`src/rtl/decode.sv`:
```
// -----------------------------------------------------------------------------
// decode: RV32I decode stage between fetch and execute.
//
// Takes one fetched command word and its PC per enable pulse, reads both source
// operands from the register file, and presents a registered decode bundle with
// a one-cycle done pulse two cycles after enable.
//
// Ports
//   clk, reset          clock; synchronous active-high reset
//   enable / done       start pulse from fetch / completion pulse to execute
//   command, pc         instruction word and its PC (sampled on enable)
//   rs1_addr, rs2_addr  register file read addresses (from the latched word)
//   rs1_data, rs2_data  register file read data
//   pc_out, rd, funct3  latched PC and instruction fields
//   alu_op, imm         ALU operation code and sign-extended immediate
//   op1, op2            ALU operands
//   use_imm .. is_jalr  control flags
//   illegal             unrecognised opcode / funct encoding
//
// Configuration
//   DECODE_RV32M_EN     when defined, OP with funct7=0000001 decodes as the
//                       M-extension class (alu_op 10); otherwise it is illegal.
// -----------------------------------------------------------------------------
module decode #(
    parameter int unsigned XLEN       = 32,
    parameter int unsigned REG_ADDR_W = 5
) (
    input  logic                  clk,
    input  logic                  reset,
    input  logic                  enable,
    output logic                  done,
    input  logic [31:0]           command,
    input  logic [XLEN-1:0]       pc,
    output logic [REG_ADDR_W-1:0] rs1_addr,
    output logic [REG_ADDR_W-1:0] rs2_addr,
    input  logic [XLEN-1:0]       rs1_data,
    input  logic [XLEN-1:0]       rs2_data,
    output logic [XLEN-1:0]       pc_out,
    output logic [REG_ADDR_W-1:0] rd,
    output logic [2:0]            funct3,
    output logic [3:0]            alu_op,
    output logic [XLEN-1:0]       imm,
    output logic [XLEN-1:0]       op1,
    output logic [XLEN-1:0]       op2,
    output logic                  use_imm,
    output logic                  reg_write,
    output logic                  is_load,
    output logic                  is_store,
    output logic                  is_branch,
    output logic                  is_jal,
    output logic                  is_jalr,
    output logic                  illegal
);

    // Major opcodes
    localparam logic [6:0] OPC_LUI    = 7'b0110111;
    localparam logic [6:0] OPC_AUIPC  = 7'b0010111;
    localparam logic [6:0] OPC_JAL    = 7'b1101111;
    localparam logic [6:0] OPC_JALR   = 7'b1100111;
    localparam logic [6:0] OPC_BRANCH = 7'b1100011;
    localparam logic [6:0] OPC_LOAD   = 7'b0000011;
    localparam logic [6:0] OPC_STORE  = 7'b0100011;
    localparam logic [6:0] OPC_OP_IMM = 7'b0010011;
    localparam logic [6:0] OPC_OP     = 7'b0110011;

    localparam logic [6:0] F7_BASE = 7'b0000000;
    localparam logic [6:0] F7_ALT  = 7'b0100000;
`ifdef DECODE_RV32M_EN
    localparam logic [6:0] F7_MULDIV = 7'b0000001;
    localparam logic [3:0] ALU_MUL   = 4'd10;
`endif

    localparam logic [3:0] ALU_ADD  = 4'd0;
    localparam logic [3:0] ALU_SUB  = 4'd1;
    localparam logic [3:0] ALU_SLL  = 4'd2;
    localparam logic [3:0] ALU_SLT  = 4'd3;
    localparam logic [3:0] ALU_SLTU = 4'd4;
    localparam logic [3:0] ALU_XOR  = 4'd5;
    localparam logic [3:0] ALU_SRL  = 4'd6;
    localparam logic [3:0] ALU_SRA  = 4'd7;
    localparam logic [3:0] ALU_OR   = 4'd8;
    localparam logic [3:0] ALU_AND  = 4'd9;

    typedef enum logic [1:0] {
        S_IDLE,
        S_READ,
        S_DONE
    } state_t;

    typedef enum logic [1:0] {
        OP1_RS1,
        OP1_ZERO,
        OP1_PC
    } op1_sel_t;

    state_t          state;
    logic [31:0]     cmd_q;
    logic [XLEN-1:0] pc_q;

    // Instruction fields of the latched word
    logic [6:0] opcode;
    logic [2:0] f3;
    logic [6:0] f7;
    logic [4:0] rd_f;

    assign opcode = cmd_q[6:0];
    assign f3     = cmd_q[14:12];
    assign f7     = cmd_q[31:25];
    assign rd_f   = cmd_q[11:7];

    // Register file addresses come straight from the latched word so the read
    // data is settled by the end of READ.
    assign rs1_addr = REG_ADDR_W'(cmd_q[19:15]);
    assign rs2_addr = REG_ADDR_W'(cmd_q[24:20]);

    // Immediate formats
    logic [31:0] imm_i, imm_s, imm_b, imm_u, imm_j;

    assign imm_i = {{20{cmd_q[31]}}, cmd_q[31:20]};
    assign imm_s = {{20{cmd_q[31]}}, cmd_q[31:25], cmd_q[11:7]};
    assign imm_b = {{19{cmd_q[31]}}, cmd_q[31], cmd_q[7], cmd_q[30:25], cmd_q[11:8], 1'b0};
    assign imm_u = {cmd_q[31:12], 12'b0};
    assign imm_j = {{11{cmd_q[31]}}, cmd_q[31], cmd_q[19:12], cmd_q[20], cmd_q[30:21], 1'b0};

    // Register/immediate arithmetic op from funct3; alt picks SUB/SRA.
    function automatic logic [3:0] alu_map(input logic [2:0] fn3, input logic alt);
        logic [3:0] op;
        case (fn3)
            3'b000:  op = alt ? ALU_SUB : ALU_ADD;
            3'b001:  op = ALU_SLL;
            3'b010:  op = ALU_SLT;
            3'b011:  op = ALU_SLTU;
            3'b100:  op = ALU_XOR;
            3'b101:  op = alt ? ALU_SRA : ALU_SRL;
            3'b110:  op = ALU_OR;
            default: op = ALU_AND;
        endcase
        return op;
    endfunction

    // Decoded bundle of the latched word, registered during READ
    logic        d_illegal;
    logic        d_use_imm;
    logic        d_reg_write;
    logic        d_is_load;
    logic        d_is_store;
    logic        d_is_branch;
    logic        d_is_jal;
    logic        d_is_jalr;
    logic [3:0]  d_alu;
    logic [31:0] d_imm;
    op1_sel_t    d_op1_sel;

    // Opcode / funct decode
    always_comb begin
        d_illegal   = 1'b0;
        d_use_imm   = 1'b0;
        d_reg_write = 1'b0;
        d_is_load   = 1'b0;
        d_is_store  = 1'b0;
        d_is_branch = 1'b0;
        d_is_jal    = 1'b0;
        d_is_jalr   = 1'b0;
        d_alu       = ALU_ADD;
        d_imm       = '0;
        d_op1_sel   = OP1_RS1;

        case (opcode)
            OPC_LUI: begin
                d_reg_write = 1'b1;
                d_use_imm   = 1'b1;
                d_imm       = imm_u;
                d_op1_sel   = OP1_ZERO;
            end
            OPC_AUIPC: begin
                d_reg_write = 1'b1;
                d_use_imm   = 1'b1;
                d_imm       = imm_u;
                d_op1_sel   = OP1_PC;
            end
            OPC_JAL: begin
                d_is_jal    = 1'b1;
                d_reg_write = 1'b1;
                d_use_imm   = 1'b1;
                d_imm       = imm_j;
                d_op1_sel   = OP1_PC;
            end
            OPC_JALR: begin
                d_is_jalr   = 1'b1;
                d_reg_write = 1'b1;
                d_use_imm   = 1'b1;
                d_imm       = imm_i;
                d_illegal   = (f3 != 3'b000);
            end
            OPC_BRANCH: begin
                d_is_branch = 1'b1;
                d_alu       = ALU_SUB;
                d_imm       = imm_b;
                d_illegal   = (f3 == 3'b010) || (f3 == 3'b011);
            end
            OPC_LOAD: begin
                d_is_load   = 1'b1;
                d_reg_write = 1'b1;
                d_use_imm   = 1'b1;
                d_imm       = imm_i;
                d_illegal   = (f3 == 3'b011) || (f3 == 3'b110) || (f3 == 3'b111);
            end
            OPC_STORE: begin
                d_is_store  = 1'b1;
                d_use_imm   = 1'b1;
                d_imm       = imm_s;
                d_illegal   = (f3 > 3'b010);
            end
            OPC_OP_IMM: begin
                d_reg_write = 1'b1;
                d_use_imm   = 1'b1;
                d_imm       = imm_i;
                // Bit 30 is immediate data except on right shifts, so only
                // funct3=101 may select the arithmetic variant.
                d_alu       = alu_map(f3, (f3 == 3'b101) && f7[5]);
                if (f3 == 3'b001) begin
                    d_illegal = (f7 != F7_BASE);
                end else if (f3 == 3'b101) begin
                    d_illegal = (f7 != F7_BASE) && (f7 != F7_ALT);
                end
            end
            OPC_OP: begin
                d_reg_write = 1'b1;
                if (f7 == F7_BASE) begin
                    d_alu = alu_map(f3, 1'b0);
                end else if ((f7 == F7_ALT) && ((f3 == 3'b000) || (f3 == 3'b101))) begin
                    d_alu = alu_map(f3, 1'b1);
`ifdef DECODE_RV32M_EN
                end else if (f7 == F7_MULDIV) begin
                    d_alu = ALU_MUL;
`endif
                end else begin
                    d_illegal = 1'b1;
                end
            end
            default: d_illegal = 1'b1;
        endcase

        // An illegal word carries no control side effects.
        if (d_illegal) begin
            d_use_imm   = 1'b0;
            d_reg_write = 1'b0;
            d_is_load   = 1'b0;
            d_is_store  = 1'b0;
            d_is_branch = 1'b0;
            d_is_jal    = 1'b0;
            d_is_jalr   = 1'b0;
            d_alu       = ALU_ADD;
            d_op1_sel   = OP1_RS1;
        end

        // Writes to x0 are dropped here so execute never has to check.
        if (rd_f == 5'd0) begin
            d_reg_write = 1'b0;
        end
    end

    // Control FSM and registered decode bundle
    always_ff @(posedge clk) begin
        if (reset) begin
            state     <= S_IDLE;
            cmd_q     <= '0;
            pc_q      <= '0;
            done      <= 1'b0;
            pc_out    <= '0;
            rd        <= '0;
            funct3    <= '0;
            alu_op    <= '0;
            imm       <= '0;
            op1       <= '0;
            op2       <= '0;
            use_imm   <= 1'b0;
            reg_write <= 1'b0;
            is_load   <= 1'b0;
            is_store  <= 1'b0;
            is_branch <= 1'b0;
            is_jal    <= 1'b0;
            is_jalr   <= 1'b0;
            illegal   <= 1'b0;
        end else begin
            done <= 1'b0;
            case (state)
                S_IDLE: begin
                    if (enable) begin
                        cmd_q <= command;
                        pc_q  <= pc;
                        state <= S_READ;
                    end
                end
                S_READ: begin
                    pc_out    <= pc_q;
                    rd        <= REG_ADDR_W'(rd_f);
                    funct3    <= f3;
                    alu_op    <= d_alu;
                    imm       <= XLEN'($signed(d_imm));
                    use_imm   <= d_use_imm;
                    reg_write <= d_reg_write;
                    is_load   <= d_is_load;
                    is_store  <= d_is_store;
                    is_branch <= d_is_branch;
                    is_jal    <= d_is_jal;
                    is_jalr   <= d_is_jalr;
                    illegal   <= d_illegal;
                    case (d_op1_sel)
                        OP1_ZERO: op1 <= '0;
                        OP1_PC:   op1 <= pc_q;
                        default:  op1 <= rs1_data;
                    endcase
                    op2   <= d_use_imm ? XLEN'($signed(d_imm)) : rs2_data;
                    done  <= 1'b1;
                    state <= S_DONE;
                end
                S_DONE: begin
                    state <= S_IDLE;
                end
                default: begin
                    state <= S_IDLE;
                end
            endcase
        end
    end

endmodule

```
`config.mk`:
```
export PLATFORM = sky130hd
export DESIGN_NAME = decode
export DESIGN_NICKNAME = d
export VERILOG_FILES = /design/src/rtl/decode.sv
export SDC_FILE = /design/constraint.sdc
export NUM_CORES = 1
export LEC_CHECK = 0
export BUFFER_PORTS_ARGS = -buffer_cell sky130_fd_sc_hd__buf_4
export CORE_AREA = 2 2 131 133
export DETAILED_ROUTE_END_ITERATION = 12
export DIE_AREA = 0 0 133 135
export PLACE_DENSITY_LB_ADDON = 0.08
export SYNTH_ARGS = -nofsm -noshare
export SYNTH_HDL_FRONTEND = slang
export SYNTH_SLANG_ARGS = --single-unit
```
`constraint.sdc`:
```
create_clock -name clk -period 5.8 [get_ports clk]
set_input_delay 1.16 -clock clk [delete_from_list [all_inputs] [get_ports clk]]
set_output_delay 1.16 -clock clk [all_outputs]
set_load 0.01 [all_outputs]
```
==> flow_metrics.py, run 1 <==
metrics = {
    "layout": {
        "syn2layout_area_growth_pct": 30.5,
        "most-common-layout-cells": "nand2_1 (307), buf_4 (296), dfxtp_1 (215)",
        "post-route-cell-area_sq_mm": 0.0116,
        "design.final.nets": 1479,
        "insertedDiodeCount": 0,
        "most_frequent_standard_cell_in_the_layout_excluding_fill_and_tap_cells": "nand2_1",
        "post_route_cells_drive_above_1_share": 0.251,
    },
    "floorplanning": {
        "floorplan.die.width_um": 133,
        "die_y_um": 135,
        "fp.coreArea_sq_mm": 0.0164,
        "pin_count": 290,
        "initial_cell_density_of_the_core": 0.543,
        "die-area_sq_mm": 0.0180,
        "fp-row-count": 47,
    },
    "worst_setup_path": {
        "critical-path-slowest-cell": "ha_2",
        "cp_cell_sequence": "nand2b_1 -> nor3_2 -> nand2_1 -> ha_2 -> buf_4 -> o211ai_1 -> o21ai_0 -> nor2_1",
        "critical_path_class": "reg -> reg",
        "cp_data_required_time_ns": 6.14,
        "critical-path-max-stage-delay_ns": 0.72,
        "arrival_ns": 3.59,
        "cp-end-kind": "flop",
        "worst-path-max-fanout": 35,
        "critPathLaunchType": "flop",
    },
    "min_path": {
        "min_path_type": "reg -> reg",
    },
    "sta": {
        "timing.fmax_mhz": 307,
        "timing.final.setup_violations": 0,
        "final_min_period_over_clock_period": 0.561,
        "layout_setup_ws_ns": 2.55,
        "hold_violations": 0,
        "grt_setup_unrepaired": "false",
        "timing.final.max_slew_violations": 0,
        "finClkSkew_ns": 0.0140,
        "worst_slew_pin_slew_ns": 1.11,
        "slew_headroom": 0.261,
        "timing.final.crit_period_ns": 3.25,
        "totalNegativeSetupSlack_ns": 0,
    },
    "clock_tree": {
        "cts-buffers-inserted": 23,
        "holdBufCountCts": 0,
        "worstSkewPairLatency_ns": 0.50,
        "ctsLongestPathBuffers": 3,
        "htree_levels": 1,
        "post_cts_resize_count": 0,
        "cts_tree": "done",
        "clk_root_buffer_cell": "clkbuf_16",
        "clk_pin_slew_worst_paths_ns": 0.06,
        "cts.sink_count": 215,
        "post-cts-setup-buffers": 0,
    },
    "synth": {
        "synthesis.area_sq_mm": 0.00890,
        "synth_fp_nets": 1271,
        "synth.avg_cell_area_sq_um": 7.82,
        "yosys_warnings": 0,
        "async_flop_share": 0,
        "postSynthCellCount": 1139,
        "netlist.top_cell.by_area": "dfxtp_1",
        "netlist_top_cells_area": "dfxtp_1 (48%), nand2_1 (13%), a21oi_1 (7.7%)",
        "synth_cell_types": 51,
        "synth.top_cell.area_share": 0.483,
        "synth_ff_type": "dfxtp_1",
        "synth-edff-count": 0,
        "synth.ff_latch_count": 215,
        "synth-seq-area-share": 0.483,
    },
    "drt": {
        "via_to_cell_ratio": 5.62,
        "drc": 0,
        "vias": 8863,
        "detail_route.first_pass.iterations": 5,
        "antenna_violation_net_count_after_detailed_routing": 0,
        "drt_wl_total_um": 27200,
        "avgRoutedWirePerCell_um": 17.2,
        "iteration_0_drc_markers": 690,
    },
    "placed_design": {
        "hpwlAfterDp_um": 18000,
        "place_ws_ns": 2.55,
        "gpl.final_weighted_congestion": 0.923,
        "count_of_buffers_from_port_buffering": 289,
        "dpl_cell_area_sq_mm": 0.0110,
    },
    "pwr": {
        "peakVddDrop_mv": 0.228,
        "power.density_mw_per_mm2": 286,
        "power.static_leakage_nw": 4.60,
    },
    "global_route": {
        "grt_total_ovfl": 0,
        "antenna_found_initial": 0,
        "first_pass_grt_wire_length_um": 42000,
        "grt_start_max_net_pins": 111,
        "grt_pass1_vias": 8002,
        "grt_use_total": 0.286,
    },
    "job": {
        "drv_cap": 0,
    },
    "outcome": {
        "status": "completed",
    },
}
cell type report:
cell class / count / area [sq um]
clock inverter: 3 / 18.8
clock buffer: 33 / 643
multi-input combinational: 806 / 4130
tap: 220 / 275
fill: 1401 / 4790
inverter: 4 / 15.0
sequential: 215 / 4300
timing repair buffer: 297 / 2230
critical path: cells and delay by family, from the launching register on:
kind	cells	cell delay, ns
buf+inv	1	0.42
simple gates	4	1.12
fa+ha+maj	1	0.72
flops	1	0.53
compound gates	2	0.29
sequential cells by signal, indices dropped and copies added, names as in the netlist, 2 cells and up:
signal and cells:
alu_op 4, cmd_q 32, funct3 3, imm 32, op1 32, op2 32
pc_out 32, pc_q 32, rd 5, state 2
report_power, final:
group | internal [mW] | switching (mW) | total [mW] | leakage (nW)
combinational | 0.183 | 0.208 | 0.391 | 2.52
sequential | 1.55 | 0.0633 | 1.61 | 1.76
clock | 0.762 | 0.559 | 1.32 | 0.325
total | 2.50 | 0.830 | 3.33 | 4.60
through the flow:
| step | total power [mW] | hold WS [ns] | utilization | instances |
|---|---|---|---|---|
| finish | 3.33 | 0.453 | 0.708 | 1578 |
| global route | 3.45 | 0.474 | 0.708 | 1578 |
| CTS | 3.34 | 0.455 | 0.708 | 1578 |
| detailed placement | 2.03 | 0.447 | 0.668 | 1542 |
| global placement | 2.03 | 0.442 | 0.668 | 1542 |
| floorplan | 1.84 | 0.445 | - | 1139 |
cells in the mapped netlist (4+ instances only):
cell,n
buf_1,10
a22oi_1,6
buf_4,12
a211oi_1,25
nor3_1,11
nor3b_1,18
o21ai_0,59
o211ai_1,52
nand2_1,308
inv_1,4
dfxtp_1,215
buf_2,4
a21oi_1,137
clkbuf_1,87
nand3_1,16
a22o_1,5
nand3b_1,18
nor2_1,80
o311ai_0,23
nand2b_1,7
cell families after synthesis:
| kind of cell | count (synthesis) | synth area share |
|---|---|---|
| XOR/XNOR | 1 | 0.000984 |
| AO/OA/AOI/OAI | 327 | 0.227 |
| buffers and inverters | 118 | 0.0562 |
| adder cells (fa/ha/maj) | 1 | 0.00141 |
| AND/OR/NAND/NOR | 474 | 0.227 |
| multiplexers | 3 | 0.00365 |
| flip-flops | 215 | 0.483 |
worst paths after layout:
check / from / end / slack, ns / depth (start not counted)
setup / recovery: cmd_q[4]$_SDFFE_PP0P_ / op1[0]$_SDFFE_PP0P_ / 2.55 / 8
hold / removal: rd[2]$_SDFFE_PP0P_ / rd[2]$_SDFFE_PP0P_ / 0.45 / 2
setup reg to reg: cmd_q[4]$_SDFFE_PP0P_ / op1[0]$_SDFFE_PP0P_ / 2.55 / 8
hold reg to reg: rd[2]$_SDFFE_PP0P_ / rd[2]$_SDFFE_PP0P_ / 0.45 / 2
routing by layer:
metal	routed length, um	track usage	vias up	part of all wire
met2	12800	0.468	379	0.47
met4	650	0.0914	0	0.024
met5	0	0	-	0
met3	2480	0.0796	50	0.091
li1	-	-	4338	-
met1	11300	0.369	4096	0.41
Note: power is estimated with default switching activity, not from simulation.
==> inputs of run 2 (changes only) <==
- CORE_AREA: 2 2 131 133 -> 2 2 143 145
- DIE_AREA: 0 0 133 135 -> 0 0 145 147
- clock period: 5.8 -> 2.99 ns (I/O delays scaled with it)
==> run 2 against run 1 <==
  * First-iteration DRC count down 22%
  * Critical path type unchanged
  * Power up 120%
  * Highest routed layer unchanged
  * Critical endpoint is now op1[21]$_SDFFE_PP0P_
  * Clock power rose to 2.6 times the previous value
==> flow_metrics.py, run 2 (synthesis results as in run 1) <==
metrics = {
    "sta": {
        "timing.final.max_slew_violations": 0,
        "timing.final.crit_period_ns": 2.53,
        "timing.final.setup_violations": 0,
        "worst_slew_pin_slew_ns": 1.02,
        "totalNegativeSetupSlack_ns": 0,
        "finClkSkew_ns": 0.0264,
        "final_min_period_over_clock_period": 0.846,
        "hold_slack_ns": 0.328,
        "timing.fmax_mhz": 395,
        "grt_setup_unrepaired": "false",
        "hold_violations": 0,
        "slew_headroom": 0.321,
    },
    "worst_setup_path": {
        "cp_data_required_time_ns": 3.42,
        "critPathLaunchType": "flop",
        "cp-startpoint": "cmd_q[6]$_SDFFE_PP0P_",
        "worst_r2r_startpoint": "cmd_q[6]$_SDFFE_PP0P_",
        "worst-path-max-fanout": 64,
        "worst-r2r-cell-count": 8,
        "crit-reg2reg-capture": "op1[21]$_SDFFE_PP0P_",
        "endpoint": "op1[21]$_SDFFE_PP0P_",
        "r2r_slack_ns": 0.46,
        "arrival_ns": 2.96,
        "critical_path_class": "reg -> reg",
        "cp-end-kind": "flop",
    },
    "layout": {
        "register_area_sq_mm": 0.00430,
        "design.final.nets": 1494,
        "most-common-layout-cells": "nand2_1 (307), buf_4 (305), dfxtp_1 (215)",
        "non_filler_instance_count_after_layout": 1650,
        "fillerInstances": 1840,
        "most_frequent_standard_cell_in_the_layout_excluding_fill_and_tap_cells": "nand2_1",
        "insertedDiodeCount": 0,
        "post_route_cells_drive_above_1_share": 0.267,
        "syn2layout_area_growth_pct": 36.3,
        "multi_input_area_sq_mm": 0.00413,
    },
    "min_path": {
        "min_path_type": "in -> reg",
    },
    "global_route": {
        "antenna_found_initial": 0,
        "grt_use_total": 0.248,
        "grt_total_ovfl": 0,
        "first_pass_grt_wire_length_um": 44000,
        "grt_start_max_net_pins": 170,
        "grt_pass1_vias": 8246,
    },
    "clock_tree": {
        "htree_levels": 1,
        "ctsLongestPathBuffers": 3,
        "clk_root_buffer_cell": "clkbuf_16",
        "cts-buffers-inserted": 24,
        "cts.sink_count": 215,
        "worstSkewPairLatency_ns": 0.51,
        "post-cts-setup-buffers": 0,
        "cts_tree": "done",
        "clk_pin_slew_worst_paths_ns": 0.07,
    },
    "floorplanning": {
        "floorplan.die.width_um": 145,
        "fp-row-count": 52,
        "fp.coreArea_sq_mm": 0.0198,
        "initial_cell_density_of_the_core": 0.449,
        "die_y_um": 147,
        "die-area_sq_mm": 0.0213,
        "pin_count": 290,
    },
    "pwr": {
        "proportion_of_power_drawn_by_combinational_gates": 0.108,
        "power_switching_mw": 1.73,
        "share_clk_of_total_power": 0.467,
        "peakVddDrop_mv": 0.378,
        "netSwitchingFraction": 0.235,
        "p_int_mw": 5.61,
        "power.density_mw_per_mm2": 605,
        "power.sequential.fraction": 0.425,
        "power.static_leakage_nw": 4.84,
    },
    "drt": {
        "antenna_violation_net_count_after_detailed_routing": 0,
        "drc": 0,
        "via_to_cell_ratio": 5.32,
        "detail_route.first_pass.iterations": 5,
        "avgRoutedWirePerCell_um": 16.9,
        "iteration_0_drc_markers": 538,
        "drt_wl_total_um": 27800,
        "vias": 8782,
    },
    "placed_design": {
        "gpl.final_weighted_congestion": 0.908,
        "hpwlAfterDp_um": 18300,
        "number_of_cells_in_the_design_after_placement": 1606,
        "count_of_buffers_from_port_buffering": 289,
    },
    "job": {
        "drv_cap": 0,
    },
    "outcome": {
        "status": "completed",
    },
}
-- run 2: cell types whose count changed in the layout (fill, tap and decap cells not counted), moves of 2 or more --
cell,change
clkinv_2,+2
clkbuf_1,-7
clkbuf_8,+5
buf_12,+5
bufinv_16,+6
buf_4,+9
clkbuf_16,+2
-- run 2: through the flow --
step	cell area [sq um]	total power, mW	utilization	setup slack [ns]
floorplan	8900	3.57	-	0.583
global placement	11200	3.97	0.563	0.326
detailed placement	11200	3.98	0.563	0.238
CTS	12100	7.41	0.611	0.189
global route	12100	7.61	0.612	0.276
finish	12100	7.34	0.612	0.460
-- run 2: how the worst min path moves through the flow --
stage	cells past startpoint	end	from
detailed placement	2	pc_out[20]$_SDFFE_PP0P_	pc_out[20]$_SDFFE_PP0P_
global placement	2	pc_out[20]$_SDFFE_PP0P_	pc_out[20]$_SDFFE_PP0P_
CTS	3	cmd_q[11]$_SDFFE_PP0P_	command[11]
global route	3	pc_q[1]$_SDFFE_PP0P_	pc[1]
finish	3	cmd_q[11]$_SDFFE_PP0P_	command[11]
floorplan	2	pc_out[0]$_SDFFE_PP0P_	pc_q[0]$_SDFFE_PP0P_
-- run 2: metal layers --
metal	GRT usage	part of all wire	routed length, um	up-vias
li1	-	-	-	4382
met5	0	0	0	-
met2	0.399	0.46	12800	292
met1	0.331	0.44	12200	4073
met3	0.0755	0.086	2380	35
met4	0.0569	0.018	498	0
-- run 2: cell type report --
class                   count  share of cell area
inverters                   4             0.00124
flip-flops and latches    215               0.355
clock inverters            11              0.0172
repair buffers            311               0.198
multi-input cells         806               0.341
clock buffers              33              0.0606
well taps                 270              0.0278
-- run 2: what timing repair did --
item | CTS | global route
hold buffers | 0 | 0
gates resized for setup | 0 | 1
setup endpoints to repair | 0 | 10
endpoints found under the hold margin | 0 | 0
-- run 2: critical path, stage by stage, from the launching register on --
cell	delay, ns
dfxtp_1	0.33
or2_2	0.32
or3b_2	0.47
a21oi_1	0.23
ha_4	0.57
nand2_1	0.14
o211ai_1	0.13
o21ai_0	0.11
nor2_1	0.10
-- run 2: power groups by stage --
stage | Sequential, mW | Combinational [mW] | Clock (mW)
floorplan | 3.18 | 0.385 | 0
global placement | 3.18 | 0.785 | 0
detailed placement | 3.18 | 0.796 | 0
CTS | 3.12 | 0.798 | 3.49
global route | 3.14 | 0.870 | 3.61
finish | 3.12 | 0.792 | 3.42
==> inputs of run 3 (changes only) <==
- clock period: 2.99 -> 2.2 ns (I/O delays scaled with it)
==> run 3 against run 2 <==
  * First-iteration DRC count fell by 9.3%
  * Cell area is 2.0% higher
  * Routed wire length grew 2.9%
  * Worst setup slack got worse by 0.34 ns
  * Clock power grew 22%
  * Critical path type unchanged
  * Critical path depth fell by 1
==> flow_metrics.py, run 3 (synthesis results as in run 1) <==
metrics = {
    "placed_design": {
        "place_ws_ns": -0.0848,
        "hpwlAfterDp_um": 19200,
        "gpl.final_weighted_congestion": 0.876,
        "number_of_cells_in_the_design_after_placement": 1633,
        "count_of_buffers_from_port_buffering": 289,
    },
    "sta": {
        "timing.final.max_slew_violations": 0,
        "layout_setup_ws_ns": 0.117,
        "finClkSkew_ns": 0.00905,
        "hold_violations": 0,
        "timing.final.crit_period_ns": 2.08,
        "timing.final.setup_violations": 0,
        "worst_slew_pin_slew_ns": 0.652,
        "final_min_period_over_clock_period": 0.947,
        "slew_headroom": 0.565,
        "timing.fmax_mhz": 480,
        "hold_slack_ns": 0.170,
    },
    "drt": {
        "detail_route.first_pass.iterations": 5,
        "iteration_0_drc_markers": 488,
        "drt_wl_total_um": 28600,
        "vias": 8895,
        "antenna_violation_net_count_after_detailed_routing": 0,
        "drc": 0,
        "via_to_cell_ratio": 5.30,
        "avgRoutedWirePerCell_um": 17.1,
    },
    "layout": {
        "non_filler_instance_count_after_layout": 1679,
        "syn2layout_area_growth_pct": 39.1,
        "post_route_cells_drive_above_1_share": 0.286,
        "fillerInstances": 1838,
        "most-common-layout-cells": "buf_4 (330), nand2_1 (306), dfxtp_1 (214)",
        "most_frequent_standard_cell_in_the_layout_excluding_fill_and_tap_cells": "buf_4",
        "design.final.nets": 1524,
    },
    "clock_tree": {
        "clk_root_buffer_cell": "clkbuf_16",
        "cts.sink_count": 215,
        "cts_tree": "done",
        "cts-buffers-inserted": 24,
        "htree_levels": 1,
        "worstSkewPairLatency_ns": 0.51,
        "clk_pin_slew_worst_paths_ns": 0.06,
        "holdBufCountCts": 0,
        "ctsLongestPathBuffers": 3,
    },
    "global_route": {
        "grt_total_ovfl": 0,
        "grt_pass1_vias": 8553,
        "first_pass_grt_wire_length_um": 45700,
        "grt_start_max_net_pins": 143,
        "grt_use_total": 0.259,
        "antenna_found_initial": 1,
    },
    "worst_setup_path": {
        "cp-end-kind": "flop",
        "arrival_ns": 2.46,
        "cp_cell_sequence": "buf_4 -> nor3b_1 -> a21o_1 -> or3_1 -> buf_4 -> o211ai_1 -> o311ai_1",
        "path_delay_family": "compound AO/OA/AOI/OAI gates",
        "worst-path-max-fanout": 20,
        "cp_data_required_time_ns": 2.58,
        "path_buf_inv": 2,
        "critical-path-slowest-cell": "dfxtp_1",
        "critPathLaunchType": "flop",
        "critical_path_class": "reg -> reg",
        "critical-path-max-stage-delay_ns": 0.47,
        "cp_common_cell": "buf_4",
    },
    "outcome": {
        "status": "completed",
    },
    "floorplanning": {
        "initial_cell_density_of_the_core": 0.449,
        "floorplan.die.width_um": 145,
        "die-area_sq_mm": 0.0213,
        "fp.coreArea_sq_mm": 0.0198,
        "fp-row-count": 52,
        "pin_count": 290,
        "die_y_um": 147,
    },
    "pwr": {
        "power.static_leakage_nw": 4.98,
        "finalPower_mw": 9.53,
        "power.density_mw_per_mm2": 770,
        "peakVddDrop_mv": 0.557,
    },
    "job": {
        "drv_cap": 0,
    },
    "min_path": {
        "min_path_type": "in -> reg",
    },
}
## run 3: final timing paths
| kind | startpoint | to | slack, ns | cells past startpoint |
|---|---|---|---|---|
| setup / recovery | cmd_q[4]$_SDFFE_PP0P_ | op2[12]$_SDFFE_PP0P_ | 0.12 | 7 |
| hold / removal | command[3] | cmd_q[3]$_SDFFE_PP0P_ | 0.17 | 3 |
| setup reg to reg | cmd_q[4]$_SDFFE_PP0P_ | op2[12]$_SDFFE_PP0P_ | 0.12 | 7 |
| hold reg to reg | pc_out[19]$_SDFFE_PP0P_ | pc_out[19]$_SDFFE_PP0P_ | 0.46 | 2 |
## run 3: metal layers
metal / vias to the layer above / GRT usage / part of all wire / wire, um
met5: - / 0 / 0 / 0
met4: 0 / 0.0663 / 0.018 / 506
met3: 33 / 0.0736 / 0.078 / 2230
met2: 286 / 0.429 / 0.47 / 13500
met1: 4154 / 0.334 / 0.43 / 12400
li1: 4422 / - / - / -
## run 3: where the power goes
part,switching (mW),internal [mW]
Clock,1.60,2.57
Sequential,0.150,4.09
Combinational,0.591,0.538
Total,2.34,7.19
## run 3: area by class of cell
class / count / area (sq um) / area share
clock inverters: 7 / 92.6 / 0.00748
clock buffers: 35 / 743 / 0.0600
flip-flops and latches: 215 / 4310 / 0.348
repair buffers: 341 / 2700 / 0.218
diodes: 1 / 2.50 / 0.000202
multi-input cells: 806 / 4190 / 0.338
inverters: 4 / 15.0 / 0.00121
well taps: 270 / 338 / 0.0273
## run 3: what timing repair did
item | CTS | global route
resized for setup | 6 | 24
setup buffers | 1 | 1
endpoints found under the setup margin | 47 | 63
cloned | 1 | 0
pin swaps | 2 | 2
## run 3: per-stage QoR
| stage | area (sq um) | util | setup TNS (ns) |
|---|---|---|---|
| after floorplan | 8920 | - | 0 |
| after global placement | 11400 | 0.576 | -0.319 |
| after detailed placement | 11400 | 0.576 | -1.30 |
| after CTS | 12300 | 0.622 | 0 |
| after global routing | 12400 | 0.624 | -0.00420 |
| final | 12400 | 0.624 | 0 |
## run 3: tightest hold or removal path, stage by stage
cell and delay (ns):
buf_4 0.11, nand2_1 0.05, a21oi_1 0.05
